### config.mk
export PLATFORM = sky130hd
export DESIGN_NAME = fp_square
export DESIGN_NICKNAME = d
export VERILOG_FILES = /design/src/rtl/fpu_pkg.sv /design/src/rtl/fixed_mul_iter.sv /design/src/rtl/fp_square.sv
export SDC_FILE = /design/constraint.sdc
export NUM_CORES = 1
export LEC_CHECK = 0
export CORE_MARGIN = 2
export CORE_UTILIZATION = 35
export DETAILED_ROUTE_END_ITERATION = 10
export SYNTH_ARGS = -nofsm -noshare
export SYNTH_HDL_FRONTEND = slang
export SYNTH_SLANG_ARGS = --single-unit
### constraint.sdc
create_clock -name clk -period 8.55 [get_ports clk]
set_input_delay 2.565 -clock clk [delete_from_list [all_inputs] [get_ports clk]]
set_output_delay 2.565 -clock clk [all_outputs]
set_load 0.02 [all_outputs]
### src/rtl/fpu_pkg.sv
// fpu_pkg: shared FPU field widths, special encodings, field helpers and FSM states
package fpu_pkg;
    localparam int EXP_W = 8;
    localparam int MAN_W = 23;
    localparam int BIAS = 127;
    localparam int FP_W = 1 + EXP_W + MAN_W;
    localparam logic [FP_W-1:0] QNAN = 32'h7FC0_0000;
    localparam logic [FP_W-1:0] PINF = 32'h7F80_0000;
    typedef enum logic [1:0] {IDLE, CALC, NORM, DONE} state_t;
    function automatic logic [EXP_W-1:0] fp_exp(input logic [FP_W-1:0] w);
        return w[MAN_W +: EXP_W];
    endfunction
    function automatic logic [MAN_W-1:0] fp_man(input logic [FP_W-1:0] w);
        return w[MAN_W-1:0];
    endfunction
endpackage

### src/rtl/fixed_mul_iter.sv
// fixed_mul_iter: unsigned radix-2 shift-add multiplier, one multiplier bit per cycle
// Ports: clk, reset (sync, active-high), start (taken when idle), a/b operands,
//        busy (accumulating), valid (final accumulate this cycle; prod is complete
//        now and holds until the next start), prod = a*b.
module fixed_mul_iter #(
    parameter int WIDTH = 24
) (
    input  logic                 clk,
    input  logic                 reset,
    input  logic                 start,
    input  logic [WIDTH-1:0]     a,
    input  logic [WIDTH-1:0]     b,
    output logic                 busy,
    output logic                 valid,
    output logic [2*WIDTH-1:0]   prod
);
    localparam int IW = $clog2(WIDTH);
    logic [WIDTH-1:0] a_q, b_q;
    logic [2*WIDTH-1:0] acc, addend;
    logic [IW-1:0] idx;
    // prod includes the current step's addend so the full product is visible during valid
    assign addend = (busy && b_q[idx]) ? {{WIDTH{1'b0}}, a_q} << idx : '0;
    assign prod = acc + addend;
    assign valid = busy && idx == IW'(WIDTH - 1);
    always_ff @(posedge clk) begin
        if (reset) begin
            busy <= 1'b0;
            idx <= '0;
            acc <= '0;
            a_q <= '0;
            b_q <= '0;
        end else if (!busy) begin
            if (start) begin
                a_q <= a;
                b_q <= b;
                acc <= '0;
                idx <= '0;
                busy <= 1'b1;
            end
        end else begin
            acc <= prod;
            idx <= valid ? '0 : idx + 1'b1;
            if (valid) busy <= 1'b0;
        end
    end
endmodule

### src/rtl/fp_square.sv
// fp_square: iterative IEEE-754 single-precision squarer, result = x*x
// Ports: clk, reset (sync, active-high), start (taken only in IDLE), dataIn (operand x),
//        busy (operation in flight), valid (one-cycle pulse, result updated),
//        result (x*x, sign always 0, held until the next valid).
// Latency: start at edge k -> busy k+1..k+25, valid at k+26, for every input.
// Build option: define FP_SQUARE_RNE_EN for round-to-nearest-even; default truncates.
module fp_square
    import fpu_pkg::*;
(
    input  logic              clk,
    input  logic              reset,
    input  logic              start,
    input  logic [FP_W-1:0]   dataIn,
    output logic              busy,
    output logic              valid,
    output logic [FP_W-1:0]   result
);
    localparam int EW = EXP_W + 2;
    state_t state;
    logic [FP_W-2:0] x;
    logic [EXP_W-1:0] ex;
    logic [MAN_W-1:0] mx, m_t, man;
    logic [2*MAN_W+1:0] p;
    logic hi, mul_busy, mul_valid, ovf, unf;
    logic signed [EW-1:0] e_t, e;
    logic [FP_W-1:0] res;
    fixed_mul_iter #(.WIDTH(MAN_W + 1)) u_mul (
        .clk(clk),
        .reset(reset),
        .start(state == IDLE && start && !mul_busy),
        .a({1'b1, fp_man(dataIn)}),
        .b({1'b1, fp_man(dataIn)}),
        .busy(mul_busy),
        .valid(mul_valid),
        .prod(p)
    );
    assign ex = fp_exp({1'b0, x});
    assign mx = fp_man({1'b0, x});
    // product of two [1,2) mantissas lies in [1,4); the top bit selects the normalisation shift
    assign hi = p[2*MAN_W+1];
    assign m_t = hi ? p[2*MAN_W:MAN_W+1] : p[2*MAN_W-1:MAN_W];
    assign e_t = EW'({ex, 1'b0}) - EW'(BIAS) + EW'(hi);
`ifdef FP_SQUARE_RNE_EN
    logic g, s, unused_sign;
    logic [MAN_W:0] m_r;
    assign g = hi ? p[MAN_W] : p[MAN_W-1];
    assign s = hi ? |p[MAN_W-1:0] : |p[MAN_W-2:0];
    assign m_r = {1'b0, m_t} + (MAN_W + 1)'(g & (s | m_t[0]));
    // a carry out leaves the mantissa field all zeros, i.e. 1.0 at the next exponent
    assign man = m_r[MAN_W-1:0];
    assign e = e_t + EW'(m_r[MAN_W]);
    assign unused_sign = dataIn[FP_W-1];
`else
    logic [MAN_W:0] unused_low;
    assign man = m_t;
    assign e = e_t;
    assign unused_low = {dataIn[FP_W-1], p[MAN_W-1:0]};
`endif
    assign ovf = !e[EW-1] && e[EW-2:0] >= (EW - 1)'((1 << EXP_W) - 1);
    assign unf = e[EW-1] || e == '0;
    assign res = ex == '0 ? '0 :
                 ex == '1 ? (mx != '0 ? QNAN : PINF) :
                 ovf ? PINF :
                 unf ? '0 : {1'b0, e[EXP_W-1:0], man};
    always_ff @(posedge clk) begin
        if (reset) begin
            state <= IDLE;
            busy <= 1'b0;
            valid <= 1'b0;
            result <= '0;
            x <= '0;
        end else begin
            case (state)
                IDLE: if (start) begin
                    x <= dataIn[FP_W-2:0];
                    busy <= 1'b1;
                    state <= CALC;
                end
                CALC: if (mul_valid) state <= NORM;
                NORM: begin
                    result <= res;
                    valid <= 1'b1;
                    busy <= 1'b0;
                    state <= DONE;
                end
                DONE: begin
                    valid <= 1'b0;
                    state <= IDLE;
                end
            endcase
        end
    end
endmodule

Word-level counts from Yosys, hierarchy flattened
Index checks and enable logic that the tools add are counted.
Operators by class
  multipliers: 0
  mux-type cells: 23
  div/mod/pow operators: 0
  $lt $le $gt $ge: 2
  reductions and logical operators: 19
  equal/unequal tests: 7
  shift-type cells: 1
  $add $sub $neg: 4
  bitwise operators: 1
Operators with widths (number)
  $mux 48: 3
  $mux 31: 4
  $add 48x48->48: 1
  $shl 24x5->48: 1
  $mux 23: 2
  $reduce_bool 23->1: 1
  $mux 5: 3
  $add 10x1->10: 1
  $logic_not 10->1: 1
  $sub 9x7->10 const B: 1
  $ge 9x8->1 const B: 1
  $eq 8x8->1 const B: 1
  $logic_not 8->1: 1
  $pmux 2 s4: 1
  $reduce_and 2->1: 4
  $lt 5x6->1 const B: 1
  $reduce_bool 2->1: 3
  $add 5x1->5 const B: 1
  $bmux 1 s5: 1
  $eq 5x5->1 const B: 1
  $logic_and 1x1->1: 5
  $mux 1: 5
  $eq 2x2->1 const B: 2
  $mux 2: 2
  other kinds (8): 10
Word-level totals
  word-level logic and storage cells: 66
  output and inout port bits: 34
  bits in latches: 0
  RAM bits: 0
  bits in read-only memories: 0
  bits in registers: 145
  input port bits: 35
  memories kept: 0

Longest topological paths before layout
Gate-level depths: netlist of the first run.
  word-level depth: 12
  gate-level depth with buffers: 32
  gate-level depth less buffers: 27

Cells and area by module
A second synthesis of the first run with hierarchy kept.
Unflattened totals
  cells, all modules: 1368
  area, all modules: 10759.1 um^2
Modules (own cells, without submodules)
  fixed_mul_iter: seq. area each 2042.0 um^2, instances 1, cells an instance 1009, area each 7687.4 um^2
  fp_square: seq. area each 1321.3 um^2, instances 1, cells an instance 359, area each 3071.7 um^2

Least setup slack after synthesis of the first run
OpenSTA, ideal clock, no wires.
  kind: register to register
  start: register u_mul.idx[0]
  end: register result[27]
  buffers on the path: 4
  required time: 8433 ps
  cell stages (with the launch flop): 29
  library setup time: 117 ps
  period minus slack after synthesis: 6350 ps
  arrival: 6233 ps
  slack: 2200 ps
  path through: dfxtp_1 -> clkbuf_1 -> clkbuf_1 -> mux4_2 -> mux2i_1 -> o21ai_0 -> o211ai_1 -> inv_1 -> nand2_1 -> clkbuf_1 -> nor3_1 -> ha_1 -> nor3_1 -> nor2_2 -> o22ai_2 -> o41a_4 -> o21ai_4 -> mux2_4 -> buf_6 -> ha_1 -> nand2_1 -> nor2_1 -> a31oi_1 -> xnor2_1 -> and3_2 -> nand3_1 -> a21o_1 -> a211o_1 -> a22o_1
Between the ends
  longest elaborated chain between the ends: 12
  elaborated cells between the ends (all ways): 16
  classes of those cells: add/sub (2); order compare (1); shift (1); mux (7); reduce/logical (5)
Ends and longest elaborated chain
  start, declared: RTL line fixed_mul_iter.sv:20  | logic [IW-1:0] idx;
  start signal, assigned: RTL line fixed_mul_iter.sv:42  | idx <= valid ? '0 : idx + 1'b1;
  $bmux 1 s5: RTL line fixed_mul_iter.sv:22  | assign addend = (busy && b_q[idx]) ? {{WIDTH{1'b0}}, a_q} << idx : '0;
  $mux 1 (not written as such): RTL line fixed_mul_iter.sv:22
  $logic_and 1x1->1: RTL line fixed_mul_iter.sv:22
  $mux 48 (*): RTL line fixed_mul_iter.sv:22
  $add 48x48->48 (*): RTL line fixed_mul_iter.sv:23  | assign prod = acc + addend;
  $add 10x1->10 (*): RTL line fp_square.sv:42  | assign e_t = EW'({ex, 1'b0}) - EW'(BIAS) + EW'(hi);
  branches (longest 3 deep; another with $ge 9x8->1)
  $mux 31 (*): RTL line fp_square.sv:63  | ovf ? PINF :
  $mux 31 (*): RTL line fp_square.sv:62  | ex == '1 ? (mx != '0 ? QNAN : PINF) :
  $mux 31 (*): RTL line fp_square.sv:61  | assign res = ex == '0 ? '0 :
  end signal, assigned: RTL line fp_square.sv:81  | result <= res;
  end, declared: RTL line fp_square.sv:16  | output logic [FP_W-1:0] result
Every way passes the cells marked *. The select of a mux whose other input is x is not followed.
A chain may end at the register's enable or synchronous reset.

Final worst setup path of the first run
  start: register u_mul.idx[1]
  end: register result[1]
Between the ends
  longest elaborated chain between the ends: 12
  elaborated cells between the ends (all ways): 17
  classes of those cells: add/sub (2); order compare (1); shift (1); mux (8); reduce/logical (5)
Ends and longest elaborated chain (RTL line)
  $bmux 1 s5: fixed_mul_iter.sv:22
  $mux 1 (not written as such): fixed_mul_iter.sv:22
  $logic_and 1x1->1: fixed_mul_iter.sv:22
  $mux 48 (*): fixed_mul_iter.sv:22
  $add 48x48->48 (*): fixed_mul_iter.sv:23
  branches (longest 4 deep; another with $add 10x1->10)
  $mux 31 (*): fp_square.sv:63
  $mux 31 (*): fp_square.sv:62
  $mux 31 (*): fp_square.sv:61
Marks and branches as above.

==> results of run 1 <==
## flip-flops by register name (all words and copies together), names as in the netlist
signal and count:
result 31, u_mul.idx 5, busy 1, valid 1, u_mul.busy 1, state 2
u_mul.acc 48, u_mul.a_q 24, x 31
## critical path, delay by kind of cell (launching register included)
family | cells | cell delay [ns]
AO/OA/AOI/OAI | 8 | 2.40
multiplexers | 3 | 0.96
flip-flops | 1 | 0.73
XOR/XNOR | 1 | 0.63
adder cells (fa/ha/maj) | 2 | 0.67
AND/OR/NAND/NOR | 7 | 1.32
buffers and inverters | 3 | 0.86
## per-layer routing
layer	wire length (µm)	vias up	GRT usage
li1	-	5008	-
met1	15040	4719	0.2743
met2	13960	251	0.3152
met3	1333	29	0.02813
met4	425	0	0.04641
met5	0	-	0
## worst min-delay path by stage
| stage | from | end | slack, ns | cells after the start |
|---|---|---|---|---|
| 2_1_floorplan | x[14] | x[14] | 0.44 | 2 |
| 3_3_place_gp | result[2] | result[2] | 0.44 | 2 |
| 3_5_place_dp | result[2] | result[2] | 0.44 | 2 |
| 4_1_cts | x[18] | x[18] | 0.46 | 2 |
| 5_1_grt | result[1] | result[1] | 0.47 | 2 |
| 6_report | result[30] | result[30] | 0.45 | 2 |
## cells by family (layout without fill, tap and decap cells)
group	Yosys count	count (layout)	share of synthesized area
AO/OA/AOI/OAI	399	399	0.2547
multiplexers	79	79	0.08508
other	1	1	0.0003517
flip-flops	144	144	0.2704
AND/OR/NAND/NOR	545	545	0.2291
XOR/XNOR	46	46	0.03779
adder cells (fa/ha/maj)	55	55	0.06525
buffers and inverters	126	132	0.05739
## metrics by stage
stage               cells  utilization  setup WS (ns)  hold slack [ns]
floorplan            1395            -          2.200           0.4360
global placement     1759       0.3815          1.058           0.4382
detailed placement   1759       0.3815         0.9388           0.4421
CTS                  1791       0.4014         0.9278           0.4569
global route         1791       0.4014         0.2643           0.4721
finish               1791       0.4014         0.7897           0.4511
## cell type report
cell class	count	area share
Clock buffer	20	0.03734
Clock inverter	12	0.01224
Inverter	24	0.007741
Multi-Input combinational cell	1125	0.5994
Sequential cell	144	0.2412
Tap cell	390	0.04079
Timing Repair Buffer	76	0.06130
## placed cells by master (no fill, tap or decap), drive strengths merged, types with 29 or more instances in the layout
master	n
mux2i	52
dfxtp	144
inv	29
o21ai	50
and3	40
ha	54
nand2	211
nor2	170
clkdlybuf4s50	65
a21oi	164
## power by group through the flow
stage | Combinational (mW) | Sequential (mW) | Clock (mW)
floorplan | 0.465 | 0.802 | 0
finish | 0.629 | 0.815 | 0.775
global placement | 0.617 | 0.826 | 0
detailed placement | 0.623 | 0.830 | 0
CTS | 0.626 | 0.814 | 0.787
global route | 0.692 | 0.827 | 0.818
==> out/qor.txt, run 1 <==
Initial antenna violation count: 0
Crit share post-route: 0.9076
1st-pass router iterations: 5
Switching share of power: 0.3730
Peak supply drop: 0.1713 mV
Clock period minus worst slack: 7.760 ns
CP max stage cell: o2111ai_4
Fmax: 0.1289 GHz
Worst-margin pin slew: 1.122 ns
Rows: 63
Critical path, cell by cell: buf_4, mux4_2, mux2i_1, o21ai_0, o211ai_1, buf_4, inv_1, nand2_1, nor2_1, ha_1, a21oi_1, nor3_1, o31a_2, a211oi_1, mux2_4, ha_1, nand2_1, nor2_1, a31oi_1, xnor2_1, and3_2, nand4_1, o2111ai_4, o31ai_1
# hold bufs at CTS: 0
CP startpoint: u_mul.idx[1]
Die Span Y: 178.5 µm
Area contributors post-synth: dfxtp_1 27%, a21oi_1 7.7%, nand2_1 7.4%, ha_1 6.3%, nor2_1 5.9%
Area delta synth->final: 12.19%
Hold Path Class: register to register
Clk_skew: 0.01678 ns
# fillers: 3120
Unique masters post-synth: 91
H-tree Lvls: 4
Clock Tree Root: clkbuf_16
RSZ-0062 raised after global routing: false
CTS Sinks: 144
Startpoint types: register
Layout cells sized above 1: 0.09065
Leakage Power: 4.741 nW
Clk slew on worst S/H paths: 0.06 ns
Post-Syn Nets: 1485
DR vias/cell: 5.587
Crit Path Class: register to register
RePlAce Congestion: 0.9316
Main synth FF type: dfxtp_1
Switch Pwr: 827.5 µW
Post-synthesis cell count: 1395
Seq pwr share: 0.367
Area of the multi-input gates: 7169 µm²
CP Capture Type: register
YS warnings: 0
Power per cell area: 185.5 nW/µm²
First-pass GRT wire length: 50170 µm
Total of max-cap violations: 0
Starting Density: 0.3578
Setup crit end: result[1]
Data required time at the worst endpoint: 8.83 ns
CP arrival: 8.04 ns
Cts repair resizes: 0
Tot GR Track Use: 0.1956
Worst-Skew Late Latency: 0.44 ns
Max-slew violation total from the final report: 0
Reg2reg setup slack: 0.79 ns
Setup TNS: 0 ns
# nets final: 1478
EDFF count, synth: 0
Slowest cell delay on critical path: 0.84 ns
Die width: 178.5 µm
Flops & latches, synth: 144
Rel. slew slack: 0.2509
Setup bufs post-CTS: 0
Clock group share of total power: 0.349
DR WL/cell: 17.18 µm
WL final: 30770 µm
Initial DRC Count: 878
Clock Tree Buf Depth: 2
Post-route ant nets: 0
Vias in the first global route: 9523
Core Box Area: 29800 µm²
Hold Vio Cnt, Final: 0
Setup violations, final: 0
FF-to-FF path depth: 24
Hpwl dp: 22450 µm
Top cells by instance count after synthesis: 211 x nand2_1, 167 x nor2_1, 163 x a21oi_1, 144 x dfxtp_1, 71 x clkbuf_1
CP Max Fanout: 25
Internal Power: 1.391 mW
Reg2reg start: u_mul.idx[1]
Most common cell in the netlist: nand2_1
Synth top area share: 0.2704
DP Area: 11370 µm²
Comb pwr share: 0.284
Status: completed
Synth area leader: dfxtp_1
CTS tree: built
Register area share after synthesis: 0.2704
Total power: 2.219 mW
IO Pins: 69
Design area: 11960 µm²
DR vias: 10010
Critical R2R Capture: result[1]
Total grt overflow: 0
Post-synthesis async set-or-reset flop share: 0
Reg area: 2885 µm²
Post-Syn Area per Cell: 7.643 µm²
N_diodes: 0
TritonCTS buffer count: 17
Buffers on Ports: 66
DRC Markers: 0
Die Area: 31870 µm²
Synth Cell Area: 10660 µm²
Largest net degree at the start of global routing: 66
(Power assumes the default switching activity.)
==> run 2: changes to the inputs <==
REMOVE_ABC_BUFFERS = 1   (was not set)
==> run 2 against run 1 <==
  * Count of clock-buffer cells in the layout fell by 2
  * Sequential power fell by 0.6%
  * First-iteration DRC count fell by 3.9%
  * Largest cell class unchanged
  * Die area did not move
  * Critical path type unchanged
  * Highest routed layer unchanged
==> out/qor.txt, run 2 (same netlist as run 1, synthesis figures left out) <==
Setup bufs post-CTS: 0 (unchanged)
Core Box Area: 29800 µm² (unchanged)
Largest regs: u_mul.acc x48, result x31, x x31
Cts repair resizes: 0 (unchanged)
CP max stage cell: o2111ai_4
Layout cells sized above 1: 0.09188 (+0.001231)
Largest net degree at the start of global routing: 73 (+11%)
Vias in the first global route: 9249 (-2.9%)
Total of max-cap violations: 0 (unchanged)
Crit share post-route: 0.9021 (-0.005534)
DR WL/cell: 16.46 µm (-4.2%)
Data required time at the worst endpoint: 8.83 ns (about the same)
Crit Path Class: register to register
DR vias: 10070 (+0.60%)
CTS Sinks: 144 (unchanged)
Die Span Y: 178.5 µm (unchanged)
Max reg flops: 48 (unchanged)
Min-Delay Path Depth: 2 (unchanged)
Buffers on Ports: 66 (unchanged)
CP Max Fanout: 27 (+8.0%)
IO Pins: 69 (unchanged)
N_diodes: 0 (unchanged)
RSZ-0062 raised after global routing: false
Die Area: 31870 µm² (unchanged)
Tot GR Track Use: 0.1864 (-0.009166)
DRC Markers: 0 (unchanged)
Area delta synth->final: 12.70%
Design area: 12020 µm² (+0.45%)
Initial DRC Count: 844 (-3.9%)
Status: completed
Peak supply drop: 0.1713 mV (about the same)
Total grt overflow: 0 (unchanged)
CP Capture Type: register
Rows: 63 (unchanged)
Clk_skew: 0.01532 ns (-0.001461 ns)
Hold Path Class: register to register
Setup TNS: 0 ns (unchanged)
1st-pass router iterations: 5 (unchanged)
First-pass GRT wire length: 47990 µm (-4.3%)
TritonCTS buffer count: 17 (unchanged)
Post-route ant nets: 0 (unchanged)
Commonest non-fill, non-tap cells in the layout: 210 x nand2_1, 167 x nor2_1, 163 x a21oi_1, 143 x dfxtp_1, 65 x clkdlybuf4s50_1
DP Area: 11390 µm² (+0.19%)
# nets final: 1481 (+0.20%)
Max-slew violation total from the final report: 0 (unchanged)
WL final: 29540 µm (-4.0%)
Initial antenna violation count: 0 (unchanged)
# fillers: 3104 (-0.51%)
Commonest non-fill, non-tap cell in the layout: nand2_1
Hpwl dp: 21390 µm (-4.7%)
Leakage Power: 4.775 nW (+0.72%)
Power per cell area: 187.0 nW/µm² (+0.79%)
RePlAce Congestion: 0.9102 (-2.3%)
Reg with most FFs: u_mul.acc
Critical R2R Capture: result[1]
# hold bufs at CTS: 0 (unchanged)
Hold worst-path end: result[2]
Reg2reg setup slack: 0.84 ns (+0.05 ns)
Starting Density: 0.3578 (unchanged)
Hold Vio Cnt, Final: 0 (unchanged)
Worst-Skew Late Latency: 0.44 ns (about the same)
Reg2reg start: u_mul.idx[0]
DR vias/cell: 5.611 (+0.43%)
Clock Tree Buf Depth: 2 (unchanged)
Worst-margin pin slew: 1.163 ns (+0.04080 ns)
H-tree Lvls: 4 (unchanged)
FF-to-FF path depth: 25 (+4.2%)
Setup violations, final: 0 (unchanged)
Startpoint types: register
Fmax: 0.1297 GHz (+0.61%)
Min-Delay Startpoint: result[2]
Clock period minus worst slack: 7.713 ns (-0.04732 ns)
Clock Tree Root: clkbuf_16
Rel. slew slack: 0.2237 (-0.02723)
CTS tree: built
CP arrival: 7.99 ns (-0.05 ns)
Clk slew on worst S/H paths: 0.07 ns (about the same)
Die width: 178.5 µm (unchanged)
Slowest cell delay on critical path: 0.86 ns (+0.02 ns)
## run 2: cell types whose count changed in the layout (fill, tap and decap cells not counted)
cell	change
dfxtp_1	+1
dfxtp_2	-1
clkbuf_1	-1
inv_2	-1
clkinv_8	+1
buf_4	+3
inv_1	+1
clkinvlp_4	-1
clkbuf_8	-1
inv_8	+1
bufinv_16	+1
## run 2: how the worst max path moves through the flow
| stage | start | endpoint | slack [ns] | cells past startpoint |
|---|---|---|---|---|
| floorplan | u_mul.idx[0] | result[0] | 0.53 | 22 |
| global placement | u_mul.idx[0] | result[0] | 1.01 | 25 |
| detailed placement | u_mul.idx[0] | result[1] | 0.94 | 25 |
| CTS | u_mul.idx[0] | result[1] | 0.91 | 25 |
| global route | u_mul.idx[0] | result[2] | 0.32 | 25 |
| finish | u_mul.idx[0] | result[1] | 0.84 | 25 |
## run 2: critical path: cells and delay by family (launching register included)
family / cells / cell delay, ns
AND/OR/NAND/NOR: 7 / 1.25
flip-flops: 1 / 0.66
multiplexers: 3 / 1.04
AO/OA/AOI/OAI: 9 / 2.42
XOR/XNOR: 1 / 0.63
adder cells (fa/ha/maj): 2 / 0.66
buffers and inverters: 3 / 0.84
## run 2: layout make-up
cell class	instances	area, µm²	area share
clock buffers	18	429.2	0.03572
well taps	390	488.0	0.04061
flip-flops and latches	144	2884	0.2400
clock inverters	14	196.4	0.01635
repair buffers	79	755.7	0.06290
inverters	24	92.59	0.007706
multi-input cells	1125	7169	0.5967
## run 2: metal layers
metal	up-vias	GRT usage	wire length, µm
li1	5022	-	-
met1	4747	0.2624	14550
met2	264	0.2930	13080
met3	34	0.02813	1412
met4	0	0.05556	493
met5	-	0	0
## run 2: power by group
part | leakage (nW) | internal [mW] | total [mW] | switching (mW)
Sequential | 1.17 | 0.738 | 0.810 | 0.0716
Clock | 0.299 | 0.471 | 0.812 | 0.341
Combinational | 3.31 | 0.209 | 0.624 | 0.415
## run 2: metrics by stage
step / hold WS [ns] / worst slack (ns) / total power, mW / util / instances
floorplan: 0.4300 / 0.5326 / 1.214 / - / 1293
global placement: 0.4383 / 1.010 / 1.442 / 0.3823 / 1762
detailed placement: 0.4404 / 0.9360 / 1.447 / 0.3823 / 1762
CTS: 0.4510 / 0.9092 / 2.261 / 0.4033 / 1794
global route: 0.4721 / 0.3234 / 2.366 / 0.4033 / 1794
finish: 0.4498 / 0.8370 / 2.246 / 0.4033 / 1794
==> run 3: changes to the inputs <==
--- a/config.mk
+++ b/config.mk
@@ -10,2 +10,3 @@
 export DETAILED_ROUTE_END_ITERATION = 10
+export DONT_BUFFER_PORTS = 1
 export REMOVE_ABC_BUFFERS = 1
==> constraint.sdc (replaced) <==
create_clock -name clk -period 8.55 [get_ports clk]
set_input_delay 0.855 -clock clk [delete_from_list [all_inputs] [get_ports clk]]
set_output_delay 0.855 -clock clk [all_outputs]
set_load 0.02 [all_outputs]
==> run 3 against run 2 <==
  * Final area fell by 5.8%
  * Wire length decreased by 1.5%
  * Power fell by 3.8%
  * Via count shrank 3.1%
  * Critical path depth unchanged
  * First-iteration DRC count down 10%
  * Sequential power is 1% higher
  * Count of clock-buffer cells in the layout increased by 1
  * Critical path type unchanged
  * Critical endpoint unchanged
  * Highest routed layer unchanged
==> out/qor.txt, run 3 (same netlist as run 1, synthesis figures left out) <==
Total grt overflow: 0 (unchanged)
Pre-CTS setup slack: 1.002 ns (+0.06553 ns)
Comb pwr share: 0.266 (-0.012)
Max reg flops: 48 (unchanged)
Starting Density: 0.3578 (unchanged)
Rows: 63 (unchanged)
Total power: 2.161 mW (-3.8%)
RSZ-0062 raised after global routing: false
IO Pins: 69 (unchanged)
Initial DRC Count: 758 (-10%)
Clk slew on worst S/H paths: 0.07 ns (about the same)
Switch Pwr: 790.6 µW (-4.5%)
DR vias: 9759 (-3.1%)
# nets final: 1414 (-4.5%)
Largest net degree at the start of global routing: 119 (+63%)
CTS Sinks: 144 (unchanged)
Layout cells sized above 1: 0.09574 (+0.003856)
Crit share post-route: 0.8912 (-0.01086)
Post-route ant nets: 0 (unchanged)
Peak supply drop: 0.1619 mV (-5.5%)
Commonest non-fill, non-tap cell in the layout: nand2_1
Internal Power: 1.370 mW (-3.4%)
Tot GR Track Use: 0.1838 (-0.002537)
CTS tree: built
Hold Vio Cnt, Final: 0 (unchanged)
RePlAce Congestion: 0.9314 (+2.3%)
Hpwl dp: 20990 µm (-1.8%)
Setup bufs post-CTS: 0 (unchanged)
Hold Path Class: register to register
Reg with most FFs: u_mul.acc
Die Area: 31870 µm² (unchanged)
Seq pwr share: 0.379 (+0.018)
Clock Tree Root: clkbuf_16
Worst-margin pin slew: 1.121 ns (-0.04259 ns)
WL final: 29080 µm (-1.5%)
DR WL/cell: 16.84 µm (+2.3%)
Final core utilization: 0.3800 (-0.02326)
CP arrival: 7.90 ns (-0.09 ns)
Largest regs: u_mul.acc x48, result x31, x x31
H-tree Lvls: 4 (unchanged)
Final worst slack: 0.9298 ns (+0.09282 ns)
Status: completed
Data required time at the worst endpoint: 8.83 ns (about the same)
First-pass GRT wire length: 46970 µm (-2.1%)
Leakage Power: 4.524 nW (-5.3%)
Die width: 178.5 µm (unchanged)
CP Capture Type: register
Fmax: 0.1312 GHz (+1.2%)
DRC Markers: 0 (unchanged)
Clock group share of total power: 0.355 (-0.006)
Area delta synth->final: 6.196%
Total of max-cap violations: 0 (unchanged)
Initial antenna violation count: 0 (unchanged)
Switching share of power: 0.3659 (-0.002572)
Setup violations, final: 0 (unchanged)
Rel. slew slack: 0.2502 (+0.02647)
Core Box Area: 29800 µm² (unchanged)
DR vias/cell: 5.651 (+0.70%)
1st-pass router iterations: 5 (unchanged)
Startpoint types: register
CP Max Fanout: 27 (unchanged)
Clock period minus worst slack: 7.620 ns (-0.09282 ns)
Buffers on Ports: 0 (-100%)
Commonest non-fill, non-tap cells in the layout: 210 x nand2_1, 167 x nor2_1, 163 x a21oi_1, 142 x dfxtp_1, 54 x ha_1
Clk_skew: 0.01663 ns (+0.001307 ns)
TritonCTS buffer count: 17 (unchanged)
Worst-Skew Late Latency: 0.44 ns (about the same)
Vias in the first global route: 8989 (-2.8%)
N_diodes: 0 (unchanged)
Power per cell area: 190.8 nW/µm² (+2.1%)
# hold bufs at CTS: 0 (unchanged)
Setup TNS: 0 ns (unchanged)
WHS: 0.4491 ns (-0.0007110 ns)
Max-slew violation total from the final report: 0 (unchanged)
Crit Path Class: register to register
Cts repair resizes: 0 (unchanged)
Die Span Y: 178.5 µm (unchanged)
Clock Tree Buf Depth: 2 (unchanged)
[run 3: path summary, 6_finish.rpt]
| check | startpoint | to | slack [ns] | cells past startpoint |
|---|---|---|---|---|
| worst min-delay path | x[6] | x[6] | 0.45 | 2 |
| worst max register to register | u_mul.idx[0] | result[1] | 0.93 | 25 |
| worst min register to register | x[6] | x[6] | 0.45 | 2 |
| worst max-delay path | u_mul.idx[0] | result[1] | 0.93 | 25 |
[run 3: metal layers]
layer,up-vias,GRT usage,part of all wire
met3,35,0.03559,0.052
met1,4596,0.2575,0.50
met5,-,0,0
met4,0,0.05860,0.016
met2,254,0.2827,0.44
li1,4874,-,-
[run 3: area by class of cell]
class	count	area [µm²]
tap	390	488.0
clock buffer	19	442.9
timing repair buffer	12	90.09
clock inverter	13	153.9
inverter	24	92.59
multi-input combinational	1125	7169
sequential	144	2885
fill	3130	18470
[run 3: critical path, cell delays in order, from the launching register on]
cell       delay, ns
dfxtp_2         0.68
buf_4           0.38
mux4_2          0.53
mux2i_1         0.16
o21ai_0         0.09
o211ai_1        0.15
buf_4           0.28
inv_1           0.13
nand2_1         0.28
nor3_1          0.10
ha_1            0.40
nor3_1          0.08
nor2_2          0.12
o22ai_2         0.11
o41a_4          0.56
o21ai_4         0.28
mux2_4          0.34
ha_1            0.24
nand2_1         0.08
nor2_1          0.13
a31oi_1         0.11
xnor2_1         0.60
and3_2          0.32
nand4_1         0.20
o2111ai_4       0.85
o31ai_1         0.14
[run 3: power groups by stage]
stage | sequential, mW | clock, mW | combinational, mW
floorplan | 0.832 | 0 | 0.382
global placement | 0.832 | 0 | 0.568
detailed placement | 0.834 | 0 | 0.570
CTS | 0.818 | 0.789 | 0.572
global route | 0.829 | 0.816 | 0.638
finish | 0.819 | 0.767 | 0.575
[run 3: stage by stage]
stage | cells | area (µm²)
final | 1727 | 11320
after detailed placement | 1695 | 10730
after global routing | 1727 | 11320
after global placement | 1695 | 10730
after floorplan | 1293 | 10140
after CTS | 1727 | 11320
